--- config.mk ---
export PLATFORM = sky130hd
export DESIGN_NAME = execute_muldiv_unit
export DESIGN_NICKNAME = d
export VERILOG_FILES = /design/src/rtl/execute_muldiv_pkg.sv /design/src/rtl/mdu_operand_prep.sv /design/src/rtl/execute_muldiv_unit.sv
export SDC_FILE = /design/constraint.sdc
export NUM_CORES = 2
export LEC_CHECK = 0
export CORE_MARGIN = 3
export CORE_UTILIZATION = 55
export CTS_CLUSTER_SIZE = 16
export DETAILED_ROUTE_END_ITERATION = 6
export PLACE_DENSITY = 0.76
export RECOVER_POWER = 100
export SLEW_MARGIN = 0
export SYNTH_ARGS = -nofsm -noshare
export SYNTH_HDL_FRONTEND = slang
export SYNTH_SLANG_ARGS = --single-unit
--- constraint.sdc ---
create_clock -name clk_i -period 17.5 [get_ports clk_i]
set_input_delay 3.5 -clock clk_i [delete_from_list [all_inputs] [get_ports clk_i]]
set_output_delay 3.5 -clock clk_i [all_outputs]
set_load 0.02 [all_outputs]
--- src/rtl/execute_muldiv_pkg.sv ---
// execute_muldiv_pkg: shared state encoding, M-extension op codes and counter sizing for the MDU.
package execute_muldiv_pkg;
    typedef enum logic [1:0] {S_IDLE, S_MUL, S_DIV, S_DONE} mdu_state_e;
    localparam logic [2:0] OP_MUL    = 3'd0;
    localparam logic [2:0] OP_MULH   = 3'd1;
    localparam logic [2:0] OP_MULHSU = 3'd2;
    localparam logic [2:0] OP_MULHU  = 3'd3;
    localparam logic [2:0] OP_DIV    = 3'd4;
    localparam logic [2:0] OP_DIVU   = 3'd5;
    localparam logic [2:0] OP_REM    = 3'd6;
    localparam logic [2:0] OP_REMU   = 3'd7;
    localparam int MDU_DATA_WIDTH = 64;
    localparam int CNT_W = $clog2(MDU_DATA_WIDTH) + 1;
endpackage

--- src/rtl/mdu_operand_prep.sv ---
// mdu_operand_prep: word selection/extension, magnitudes, sign flags and divide special-case detection.
module mdu_operand_prep
    import execute_muldiv_pkg::*;
#(
    parameter int DATA_WIDTH = 64,
    parameter int WORD_WIDTH = 32
) (
    input  logic [2:0]            func3_i,
    input  logic                  word_i,
    input  logic [DATA_WIDTH-1:0] a_i,
    input  logic [DATA_WIDTH-1:0] b_i,
    output logic [DATA_WIDTH-1:0] a_ext_o,
    output logic [DATA_WIDTH-1:0] a_mag_o,
    output logic [DATA_WIDTH-1:0] b_mag_o,
    output logic                  a_neg_o,
    output logic                  b_neg_o,
    output logic                  div_zero_o,
    output logic                  div_ovf_o
);
    localparam int EXT_W = DATA_WIDTH - WORD_WIDTH;
    logic                  a_sgn, b_sgn;
    logic [DATA_WIDTH-1:0] b_ext, min_neg;
    always_comb begin
        a_sgn      = func3_i inside {OP_MULH, OP_MULHSU, OP_DIV, OP_REM};
        b_sgn      = func3_i inside {OP_MULH, OP_DIV, OP_REM};
        a_ext_o    = word_i ? {{EXT_W{a_sgn & a_i[WORD_WIDTH-1]}}, a_i[WORD_WIDTH-1:0]} : a_i;
        b_ext      = word_i ? {{EXT_W{b_sgn & b_i[WORD_WIDTH-1]}}, b_i[WORD_WIDTH-1:0]} : b_i;
        a_neg_o    = a_sgn & a_ext_o[DATA_WIDTH-1];
        b_neg_o    = b_sgn & b_ext[DATA_WIDTH-1];
        a_mag_o    = a_neg_o ? -a_ext_o : a_ext_o;
        b_mag_o    = b_neg_o ? -b_ext : b_ext;
        min_neg    = word_i ? {{(EXT_W + 1){1'b1}}, {(WORD_WIDTH - 1){1'b0}}} : {1'b1, {(DATA_WIDTH - 1){1'b0}}};
        div_zero_o = (b_ext == '0);
        div_ovf_o  = b_sgn & (a_ext_o == min_neg) & (&b_ext);
    end
endmodule

--- src/rtl/execute_muldiv_unit.sv ---
// execute_muldiv_unit: iterative RV64M shift-add multiplier / restoring divider for the EX stage.
// Define MDU_EARLY_OUT_EN to end multiplies as soon as the remaining multiplier bits are zero.
module execute_muldiv_unit
    import execute_muldiv_pkg::*;
#(
    parameter int DATA_WIDTH = 64,
    parameter int WORD_WIDTH = 32,
    parameter int REG_ADDR_W = 5
) (
    input  logic                  clk_i,
    input  logic                  arst_i,
    input  logic                  start_i,
    input  logic                  flush_i,
    input  logic [2:0]            func3_i,
    input  logic                  word_i,
    input  logic [DATA_WIDTH-1:0] rs1_data_i,
    input  logic [DATA_WIDTH-1:0] rs2_data_i,
    input  logic [REG_ADDR_W-1:0] rd_addr_i,
    output logic                  stall_o,
    output logic                  done_o,
    output logic [DATA_WIDTH-1:0] result_o,
    output logic [REG_ADDR_W-1:0] rd_addr_o
);
    localparam int EXT_W = DATA_WIDTH - WORD_WIDTH;
    mdu_state_e              state_q, state_d;
    logic [CNT_W-1:0]        cnt_q, cnt_d, cnt_last;
    logic [2*DATA_WIDTH-1:0] prod_q, prod_d, mcand_q, mcand_d, prod_nxt, prod_s;
    logic [DATA_WIDTH-1:0]   opb_q, opb_d, quo_q, quo_d, rem_q, rem_d, result_q, result_d;
    logic [DATA_WIDTH-1:0]   quo_nxt, rem_nxt, q_s, r_s, res_raw, res_fix, spec_raw, spec_fix;
    logic [DATA_WIDTH-1:0]   a_ext, a_mag, b_mag;
    logic [DATA_WIDTH:0]     rem_sh, rem_sub;
    logic [REG_ADDR_W-1:0]   rd_q, rd_d;
    logic [2:0]              func3_q, func3_d;
    logic word_q, word_d, neg_q, neg_d, rneg_q, rneg_d;
    logic a_neg, b_neg, div_zero, div_ovf, accept, mul_exit, mul_zero;

    mdu_operand_prep #(.DATA_WIDTH(DATA_WIDTH), .WORD_WIDTH(WORD_WIDTH)) u_prep (
        .func3_i   (func3_i),
        .word_i    (word_i),
        .a_i       (rs1_data_i),
        .b_i       (rs2_data_i),
        .a_ext_o   (a_ext),
        .a_mag_o   (a_mag),
        .b_mag_o   (b_mag),
        .a_neg_o   (a_neg),
        .b_neg_o   (b_neg),
        .div_zero_o(div_zero),
        .div_ovf_o (div_ovf)
    );

    assign accept    = (state_q == S_IDLE) & start_i & ~flush_i;
    assign stall_o   = ~flush_i & (accept | (state_q == S_MUL) | (state_q == S_DIV));
    assign done_o    = (state_q == S_DONE);
    assign result_o  = result_q;
    assign rd_addr_o = rd_q;

`ifdef MDU_EARLY_OUT_EN
    assign mul_zero = (b_mag == '0);
    assign mul_exit = (cnt_q == cnt_last) | (opb_q[DATA_WIDTH-1:1] == '0);
`else
    assign mul_zero = 1'b0;
    assign mul_exit = (cnt_q == cnt_last);
`endif

    // Datapath for one iteration plus the sign fix applied to whatever the final step produces.
    always_comb begin
        cnt_last = word_q ? CNT_W'(WORD_WIDTH - 1) : CNT_W'(DATA_WIDTH - 1);
        prod_nxt = prod_q + (opb_q[0] ? mcand_q : '0);
        rem_sh   = {rem_q, quo_q[DATA_WIDTH-1]};
        rem_sub  = rem_sh - {1'b0, opb_q};
        quo_nxt  = {quo_q[DATA_WIDTH-2:0], ~rem_sub[DATA_WIDTH]};
        rem_nxt  = rem_sub[DATA_WIDTH] ? rem_sh[DATA_WIDTH-1:0] : rem_sub[DATA_WIDTH-1:0];
        prod_s   = neg_q ? -prod_nxt : prod_nxt;
        q_s      = neg_q ? -quo_nxt : quo_nxt;
        r_s      = rneg_q ? -rem_nxt : rem_nxt;
        res_raw  = (state_q == S_MUL) ? ((func3_q == OP_MUL) ? prod_s[DATA_WIDTH-1:0] : prod_s[2*DATA_WIDTH-1:DATA_WIDTH])
                                      : (func3_q[1] ? r_s : q_s);
        res_fix  = word_q ? {{EXT_W{res_raw[WORD_WIDTH-1]}}, res_raw[WORD_WIDTH-1:0]} : res_raw;
        spec_raw = div_ovf ? (func3_i[1] ? '0 : a_ext) : (func3_i[1] ? a_ext : '1);
        spec_fix = word_i ? {{EXT_W{spec_raw[WORD_WIDTH-1]}}, spec_raw[WORD_WIDTH-1:0]} : spec_raw;
    end

    always_comb begin
        state_d  = state_q;
        cnt_d    = cnt_q;
        prod_d   = prod_q;
        mcand_d  = mcand_q;
        opb_d    = opb_q;
        quo_d    = quo_q;
        rem_d    = rem_q;
        result_d = result_q;
        rd_d     = rd_q;
        func3_d  = func3_q;
        word_d   = word_q;
        neg_d    = neg_q;
        rneg_d   = rneg_q;
        if (flush_i) begin
            state_d = S_IDLE;
            cnt_d   = '0;
        end else if (accept) begin
            func3_d = func3_i;
            word_d  = word_i;
            rd_d    = rd_addr_i;
            cnt_d   = '0;
            prod_d  = '0;
            mcand_d = {{DATA_WIDTH{1'b0}}, a_mag};
            opb_d   = b_mag;
            quo_d   = word_i ? a_mag << WORD_WIDTH : a_mag;
            rem_d   = '0;
            neg_d   = a_neg ^ b_neg;
            rneg_d  = a_neg;
            if (func3_i[2] & (div_zero | div_ovf)) begin
                state_d  = S_DONE;
                result_d = spec_fix;
            end else if (func3_i[2]) begin
                state_d = S_DIV;
            end else if (mul_zero) begin
                state_d  = S_DONE;
                result_d = '0;
            end else begin
                state_d = S_MUL;
            end
        end else if (state_q == S_MUL) begin
            prod_d  = prod_nxt;
            mcand_d = mcand_q << 1;
            opb_d   = opb_q >> 1;
            cnt_d   = cnt_q + CNT_W'(1);
            if (mul_exit) begin
                state_d  = S_DONE;
                result_d = res_fix;
                cnt_d    = '0;
            end
        end else if (state_q == S_DIV) begin
            quo_d = quo_nxt;
            rem_d = rem_nxt;
            cnt_d = cnt_q + CNT_W'(1);
            if (cnt_q == cnt_last) begin
                state_d  = S_DONE;
                result_d = res_fix;
                cnt_d    = '0;
            end
        end else if (state_q == S_DONE) begin
            state_d = S_IDLE;
        end
    end

    always_ff @(posedge clk_i or posedge arst_i) begin
        if (arst_i) begin
            state_q  <= S_IDLE;
            cnt_q    <= '0;
            prod_q   <= '0;
            mcand_q  <= '0;
            opb_q    <= '0;
            quo_q    <= '0;
            rem_q    <= '0;
            result_q <= '0;
            rd_q     <= '0;
            func3_q  <= '0;
            word_q   <= 1'b0;
            neg_q    <= 1'b0;
            rneg_q   <= 1'b0;
        end else begin
            state_q  <= state_d;
            cnt_q    <= cnt_d;
            prod_q   <= prod_d;
            mcand_q  <= mcand_d;
            opb_q    <= opb_d;
            quo_q    <= quo_d;
            rem_q    <= rem_d;
            result_q <= result_d;
            rd_q     <= rd_d;
            func3_q  <= func3_d;
            word_q   <= word_d;
            neg_q    <= neg_d;
            rneg_q   <= rneg_d;
        end
    end
endmodule

==> metrics.csv <==
metric,value,unit
clkLatencyLatePin,0.70,ns
synth.distinct_cells,118,
drt_pass1_iterations,7,
synth_top_area_share,25.6,%
vdd_ir_drop_max,0.000105,V
pin_count,212,
start_util,55.6,%
critPathRequiredTime,18.02,ns
leakagePower,22.9,nW
gp_congestion,1.13,
antenna_found_initial,22,
fin_skew,0.0415,ns
die_w,313,µm
grt_pass1_vias,55412,
synth_top_family_by_area,compound AO/OA/AOI/OAI gates,
tightest_slew,4.97,ns
clock_sinks,532,
finalSetupViolations,0,
fin_tns_setup,0,ns
ys_seq_elements,532,
start_kind,primary input,
drcViolationCount,33,
ctsResizeCount,0,
wl_per_cell,31.5,µm
htreeDepth,3,
async_flop_share,100,%
synthMuxAreaShare,2.13,%
synth.area.top_cells,"dfrtp_1 (26%), o21ai_0 (6.6%), a21oi_1 (6.1%)",
dr.max_layer_used,met5,
portBuffers,211,
synth_nets,7352,
area_delta_synth_final,9.66,%
hold_class,reg2reg,
grt_pass1_wl,374000,µm
cts_tree,yes,
vias,60772,
synth-main-ff-cell,dfrtp_1,
outcome,finished with violations,
cap_violations,20,
period_share,73.2,%
syn_area_per_cell,7.41,µm²
ys_seq_area_share,25.6,%
yosysTopAreaCell,dfrtp_1,
power_density,125,nW/µm²
synth_compound_area_share,31.1,%
slew_viol_final,1126,
n_fill_cell,8477,
syn_inst,7007,
cts_made_buffers,67,
coreArea,93500,µm²
synth_fa_ha_area_share,4.96,%
die_area,98200,µm²
overflow,0,
path_class,in2reg,
drive_gt1_share,5.01,%
synth_xor_xnor_area_share,6.88,%
worstPathArrival,13.33,ns
routed_wl,260000,µm
relSlewSlack,-231,%
synth_edf_count,0,
rows,112,
hold-worst-slack,0.467,ns
ant_nets,0,
die_h,313,µm
fmax,78.0,MHz
met2_length,108000,µm
postCtsSetupBuffers,0,
final_nets,7279,
ctsRootBufferMaster,clkbuf_16,
critPathMaxFanout,86,
worstSetupEndpointType,flip-flop,
met3WireLength,34000,µm
period_needed,12.81,ns
hold_violations,0,
postCtsHoldBufs,0,
synth_area,51900,µm²
grt_max_degree,146,
synthSimpleGateAreaFrac,24.9,%
clockBufferDepth,3,
met1Wirelength,91100,µm
utilization,60.9,%
dr.first_iter.drc_count,10432,
ys_warn_count,0,
clk_pin_slew,0.06,ns
grt_use_total,50.9,%
hpwlAfterDp,202000,µm
violations,"DRC, capacitance limit, slew limit",
vias_per_cell,7.37,
rsz0062_at_grt,false,
==> routing by layer <==
| metal | up-vias | track usage [%] |
|---|---|---|
| met5 | - | 0 |
| met4 | 12 | 40.7 |
| met3 | 1252 | 16.1 |
| met2 | 4790 | 75.1 |
| met1 | 28829 | 61.2 |
| li1 | 25889 | - |
==> synthesized netlist by cell type, types with 57 or more instances <==
master,instances
nor2_1,687
a31oi_1,106
xnor2_1,220
a21o_1,76
nand3_1,128
a22o_1,160
nand2_1,843
xor2_1,186
inv_1,136
a21oi_1,638
clkbuf_1,361
o211ai_1,70
or3_1,92
dfrtp_1,532
mux2i_1,88
nand4_1,158
a221oi_1,57
ha_1,202
and2_1,176
o21ai_0,687
nor4_1,84
nor3_1,182
o31ai_1,92
a211oi_1,69
==> cell usage in the layout, fill, tap and decap left out, types with 106 or more instances in the layout <==
cell	count
clkdlybuf4s50_1	135
xor2_1	186
and2_1	176
nor2_1	683
nor3_1	180
nand2_1	842
a31oi_1	106
nand4_1	158
dfrtp_1	528
a21oi_1	637
ha_1	202
xnor2_1	220
inv_1	135
a22o_1	160
nand3_1	127
o21ai_0	685
==> critical path: stages <==
cell           delay (ns)
dlygate4sd3_1        0.56
nand2_2              0.08
clkbuf_1             2.01
a21o_1               1.06
clkbuf_1             2.19
clkbuf_1             2.64
buf_4                1.01
o21ai_0              0.22
==> cell families (layout without fill, tap and decap cells) <==
group	after synthesis	count (layout)
simple gates	2668	2668
flops	532	532
xor+xnor	407	407
compound gates	2493	2493
other cells	0	10
mux	108	108
fa+ha+maj	205	205
buf+inv	594	571
==> final cells by class <==
type                            instances  area (µm²)  share of cell area, %
Sequential cell                       532       13300                   23.4
Multi-Input combinational cell       5881       36400                   63.8
Antenna cell                           10        25.0                 0.0439
Tap cell                             1254        1570                   2.75
Inverter                              140         527                  0.925
Clock inverter                         33         510                  0.896
Timing Repair Buffer                  312        2820                   4.94
Clock buffer                           86        1830                   3.21
==> stage by stage <==
stage	power (mW)	area [µm²]	worst slack (ns)	cells
after CTS	6.93	57000	7.74	8237
after detailed placement	5.39	54700	7.77	8118
after global routing	7.33	56900	4.57	8238
after floorplan	3.96	51900	6.77	7007
final	7.14	57000	4.69	8248
after global placement	5.36	54700	7.79	8118
==> report_power, final <==
part           switching (mW)  internal (mW)
sequential              0.472           1.52
clock                   0.647          0.885
combinational            2.49           1.13
==> final timing paths <==
| path | from | end | depth (start not counted) | slack, ns |
|---|---|---|---|---|
| max | start_i | mcand_q[46]$_DFFE_PP0P_ | 8 | 4.69 |
| min | rd_addr_o[3]$_DFFE_PP0P_ | rd_addr_o[3]$_DFFE_PP0P_ | 2 | 0.47 |
| min reg2reg | rd_addr_o[3]$_DFFE_PP0P_ | rd_addr_o[3]$_DFFE_PP0P_ | 2 | 0.47 |
| max in group asynchronous | arst_i | opb_q[0]$_DFFE_PP0P_ | 5 | 6.45 |
| max reg2reg | state_q[0]$_DFFE_PP0P_ | mcand_q[46]$_DFFE_PP0P_ | 9 | 7.39 |
| min in group asynchronous | arst_i | prod_q[37]$_DFFE_PP0P_ | 2 | 3.43 |
==> registers in the layout (all words and copies together) (netlist names) <==
signal,flops
rd_addr_o,5
rem_q,64
func3_q,3
prod_q,128
quo_q,64
word_q,1
neg_q,1
cnt_q,7
rneg_q,1
opb_q,64
result_o,64
state_q,2
mcand_q,128
Note: power is estimated with default switching activity, not from simulation.
